**src/rtl/inst_fetch.sv**
```systemverilog
// Byte-serial instruction fetch: gathers four single-byte reads into one 32-bit
// little-endian instruction, with branch flush/drain and an IF/ID valid/ready handshake.
module inst_fetch #(
    parameter int          MEM_LAT_MAX = 15,
    parameter logic [31:0] RST_PC      = 32'h0000_0000
) (
    input  logic        clk,
    input  logic        rst,
    input  logic [31:0] pc_i,
    input  logic        branch_i,
    output logic        mem_req_o,
    output logic [31:0] mem_addr_o,
    input  logic        mem_gnt_i,
    input  logic        mem_rvalid_i,
    input  logic [7:0]  mem_rdata_i,
    output logic [31:0] inst_o,
    output logic [31:0] pc_o,
    output logic        valid_o,
    input  logic        ready_i,
    output logic [31:0] pc_next_o,
    output logic        stall_req_o
);

    typedef enum logic [2:0] {
        S_IDLE  = 3'd0,
        S_ISSUE = 3'd1,
        S_WAIT  = 3'd2,
        S_DONE  = 3'd3,
        S_DRAIN = 3'd4
    } state_t;

    // The memory latency bound belongs to the environment; the fetch logic never counts it.
    if (MEM_LAT_MAX > 0) begin : g_mem_lat_bound
    end

    state_t      state_r, state_s;
    logic [1:0]  cnt_r, cnt_s;
    logic [31:0] pc_r, pc_s;
    logic [31:0] inst_r, inst_s;
    logic        mem_req_r;
    logic        valid_r;

    function automatic logic [31:0] byte_insert(input logic [31:0] word,
                                                input logic [1:0]  idx,
                                                input logic [7:0]  data);
        logic [31:0] res;
        res = word;
        case (idx)
            2'd0:    res[7:0]   = data;
            2'd1:    res[15:8]  = data;
            2'd2:    res[23:16] = data;
            2'd3:    res[31:24] = data;
            default: res        = word;
        endcase
        return res;
    endfunction

    // Next-state, byte counter, PC latch and instruction assembly.
    always_comb begin
        state_s = state_r;
        cnt_s   = cnt_r;
        pc_s    = pc_r;
        inst_s  = inst_r;
        case (state_r)
            S_IDLE: begin
                pc_s    = pc_i;
                cnt_s   = 2'd0;
                state_s = S_ISSUE;
            end
            S_ISSUE: begin
                if (branch_i) begin
                    state_s = S_IDLE;
                end else if (mem_gnt_i) begin
                    state_s = S_WAIT;
                end else begin
                    state_s = S_ISSUE;
                end
            end
            S_WAIT: begin
                // A byte landing together with a flush is already consumed, so no drain is needed.
                if (branch_i) begin
                    if (mem_rvalid_i) begin
                        state_s = S_IDLE;
                    end else begin
                        state_s = S_DRAIN;
                    end
                end else if (mem_rvalid_i) begin
                    inst_s = byte_insert(inst_r, cnt_r, mem_rdata_i);
                    if (cnt_r == 2'd3) begin
                        state_s = S_DONE;
                    end else begin
                        cnt_s   = cnt_r + 2'd1;
                        state_s = S_ISSUE;
                    end
                end else begin
                    state_s = S_WAIT;
                end
            end
            S_DONE: begin
                if (branch_i) begin
                    state_s = S_IDLE;
                end else if (ready_i) begin
                    state_s = S_IDLE;
                end else begin
                    state_s = S_DONE;
                end
            end
            S_DRAIN: begin
                if (mem_rvalid_i) begin
                    state_s = S_IDLE;
                end else begin
                    state_s = S_DRAIN;
                end
            end
            default: begin
                state_s = S_IDLE;
                cnt_s   = 2'd0;
            end
        endcase
    end

    // State and output registers; request and valid are decoded from the next state.
    always_ff @(posedge clk) begin
        if (rst) begin
            state_r   <= S_IDLE;
            cnt_r     <= 2'd0;
            pc_r      <= RST_PC;
            inst_r    <= 32'h0000_0000;
            mem_req_r <= 1'b0;
            valid_r   <= 1'b0;
        end else begin
            state_r   <= state_s;
            cnt_r     <= cnt_s;
            pc_r      <= pc_s;
            inst_r    <= inst_s;
            mem_req_r <= (state_s == S_ISSUE);
            valid_r   <= (state_s == S_DONE);
        end
    end

    assign mem_req_o   = mem_req_r;
    assign mem_addr_o  = pc_r + {30'd0, cnt_r};
    assign inst_o      = inst_r;
    assign pc_o        = pc_r;
    assign valid_o     = valid_r;
    assign pc_next_o   = pc_r + 32'd4;
    assign stall_req_o = ~(valid_r & ready_i);

endmodule
```
**config.mk**
```make
export PLATFORM = sky130hd
export DESIGN_NAME = inst_fetch
export DESIGN_NICKNAME = d
export VERILOG_FILES = /design/src/rtl/inst_fetch.sv
export SDC_FILE = /design/constraint.sdc
export NUM_CORES = 1
export LEC_CHECK = 0
export ABC_AREA = 0
export CAP_MARGIN = 30
export CORE_ASPECT_RATIO = 1.5
export CORE_UTILIZATION = 45
export DETAILED_ROUTE_END_ITERATION = 6
export GPL_TIMING_DRIVEN = 0
export PLACE_DENSITY_LB_ADDON = 0.15
export SYNTH_ARGS = -nofsm -noshare
export SYNTH_HDL_FRONTEND = slang
export SYNTH_SLANG_ARGS = --single-unit
```
**constraint.sdc**
```tcl
create_clock -name clk -period 3.6 [get_ports clk]
set_input_delay 0.72 -clock clk [delete_from_list [all_inputs] [get_ports clk]]
set_output_delay 0.72 -clock clk [all_outputs]
set_load 0.005 [all_outputs]
```
==> impl_results.md <==
- Die width: 78.6 um
- # setup viols final: 0
- CP Max Fanout: 10
- Die Footprint: 9190 um2
- Final Power: 2.37 mW
- Total iterations of the first detailed-routing run: 4
- Met3 global-route usage: 0.0705
- RSZ-0062 raised after global routing: false
- Area of the multi-input gates: 2310 um2
- First-iteration detailed-routing DRC count: 153
- Ys async rst share: 0
- Clock Latency Late Sink: 0.33 ns
- WS Path Type: flop to primary output
- #FFs+latches synth: 71
- Met2 Use GR: 0.508
- Final period utilization: 0.950
- Maximum VDD drop: 327 uV
- Share of the yosys chip area belonging to registers: 0.359
- Gpl congestion: 0.832
- Die Span Y: 117 um
- Largest net degree at the start of global routing: 14
- Setup TNS: 0 ns
- Via count: 4090
- Mapped cell area: 3960 um2
- Final Util: 0.742
- Crit end category: primary output
- Initial antenna violation count: 0
- Leak pwr: 2.61 nW
- Drt total wl: 12200 um
- Fillers: 659
- PwrDens: 378 nW/um2
- Max clock buf depth: 2
- Crit-path cells: ha_2, nand3_2, nor3_2, buf_2, nand4_1, xnor2_1, clkdlybuf4s50_1
- Post-synthesis instance total: 485
- GRT Overall Usage: 0.263
- Global-route wire length before repair: 18900 um
- CTS Buf Count: 9
- Hpwl dp: 9420 um
- CORE AREA: 8460 um2
- CTS Hold Bufs: 0
- Total clock sinks: 71
- Layout cells sized above 1: 0.103
- Synth cell types: 44
- CP Launch Type: flop
- Synthesized Nets: 539
- Worst-path clk slew: 0.06 ns
- DRC viols: 0
- CTS tree: built
- Maximum Capacitance Violations: 0
- Area grow syn2layout: 58.6%
- Fin nets: 730
- Yosys warns: 0
- Met1 GRT Util: 0.265
- Final Slew Violations: 0
- Type of the worst min-delay path: flop to flop
- Worst path required time: 2.88 ns
- Max Clk Rate: 292 MHz
- CP peak stage delay: 0.53 ns
- EDFF count, synth: 0
- Commonest non-fill, non-tap cell in the layout: clkdlybuf4s50_1
- Worst slew pin tran: 0.610 ns
- Site Rows: 41
- Diodes inserted: 0
- Reg area: 1420 um2
- H-tree depth: 3
- Io pins: 177
- Normalized max-slew margin: 0.590
- Starting density of the core: 0.468
- Top FF cell, synth: dfxtp_1
- CP max-delay cell: clkdlybuf4s50_1
- Final Hold Fails: 0
- Clock root buffer master: clkbuf_16
- Final Skew: 0.00298 ns
- Grt total ovfl: 0
- Number of port buffers: 175
- Most frequent cells in the layout: clkdlybuf4s50_1, nand2_1, dfxtp_1
- WL/cell: 15.4 um
- Status: complete, no violations
- Vias in the first global route: 4001
- CP Data Arrival Time: 2.70 ns
- GR peak layer: met2
- Post-route ant nets: 0
- DR vias/cell: 5.19
- Mapped Avg Cell Area: 8.17 um2
- Final period demand of the worst path: 3.42 ns
-- synthesized netlist by cell type (3+ instances only) --
library cell / instances / share of area
a21oi_1: 36 / 0.045
nor3_1: 7 / 0.0088
nor2_1: 47 / 0.045
buf_2: 15 / 0.019
and3_1: 7 / 0.011
nor4_1: 3 / 0.0047
nand3b_1: 7 / 0.013
xor2_1: 15 / 0.033
nand3_1: 21 / 0.027
ha_1: 7 / 0.022
clkbuf_1: 19 / 0.018
nor3_2: 4 / 0.010
dfxtp_1: 71 / 0.36
nand4_2: 3 / 0.0095
buf_4: 8 / 0.015
nand2b_1: 4 / 0.0063
nand2_1: 80 / 0.076
mux2i_1: 32 / 0.081
and2_1: 4 / 0.0063
nand4_1: 15 / 0.024
xnor2_1: 43 / 0.095
nor2b_1: 5 / 0.0079
inv_1: 7 / 0.0066
-- final timing paths --
path                                  end  slack [ns]  cells past startpoint                     from
setup reg to reg    pc_o[11]$_SDFFE_PP0N_        1.87                      5    state_r[1]$_SDFF_PP0_
hold / removal    inst_o[14]$_SDFFE_PP0P_        0.49                      2  inst_o[14]$_SDFFE_PP0P_
hold reg to reg   inst_o[14]$_SDFFE_PP0P_        0.49                      2  inst_o[14]$_SDFFE_PP0P_
setup / recovery            pc_next_o[22]        0.18                      7     pc_o[3]$_SDFFE_PP0N_
-- per-layer routing --
metal,wire length (um),share of wire,vias up
met4,250,0.021,0
met3,933,0.077,21
met2,6570,0.54,174
met1,4410,0.36,1900
met5,0,0,-
li1,-,-,1995
-- worst max-delay path: cells and delay by family (launching register included) --
family                   cells  cell delay [ns]
adder cells (fa/ha/maj)      1             0.28
flip-flops                   1             0.48
XOR/XNOR                     1             0.20
buffers and inverters        2             0.79
AND/OR/NAND/NOR              3             0.62
-- per-stage QoR --
step	instances	setup WS, ns	cell area, um2	hold WS, ns
finish	788	0.180	6280	0.495
global route	788	0.0120	6280	0.529
CTS	785	0.0176	6240	0.497
detailed placement	767	0.0571	5850	0.482
global placement	767	0.112	5850	0.473
floorplan	485	0.945	3960	0.482
-- power by group --
part	switching, mW	total [mW]	internal [mW]
logic	0.173	0.420	0.247
registers	0.0367	0.853	0.817
clock network	0.351	1.10	0.749
-- state kept, by name, indices dropped and copies added, names as in the netlist --
signal,cells
state_r,3
inst_o,32
cnt_r,2
pc_o,32
mem_req_o,1
valid_o,1
-- logic make-up (layout without fill, tap and decap cells) --
logic type / count (synthesis) / after routing / share of synthesized area
AO/OA/AOI/OAI: 44 / 44 / 0.0609
XOR/XNOR: 58 / 58 / 0.128
adder cells (fa/ha/maj): 8 / 8 / 0.0272
buffers and inverters: 52 / 248 / 0.0622
flip-flops: 71 / 71 / 0.359
multiplexers: 32 / 32 / 0.0808
AND/OR/NAND/NOR: 220 / 220 / 0.282
-- what timing repair did --
item	in CTS	in global routing
setup endpoints to repair	8	18
buffers inserted	3	3
cloned	0	0
gates resized for setup	2	7
pin swaps	1	1
-- layout make-up --
class                           count  share of cell area
Buffer                             43              0.0341
Multi-Input combinational cell    362               0.368
Tap cell                          107              0.0213
Clock buffer                        9              0.0358
Inverter                            8             0.00478
Clock inverter                      7              0.0231
Timing Repair Buffer              181               0.286
Sequential cell                    71               0.227
Power figures use the tool's default switching activity.
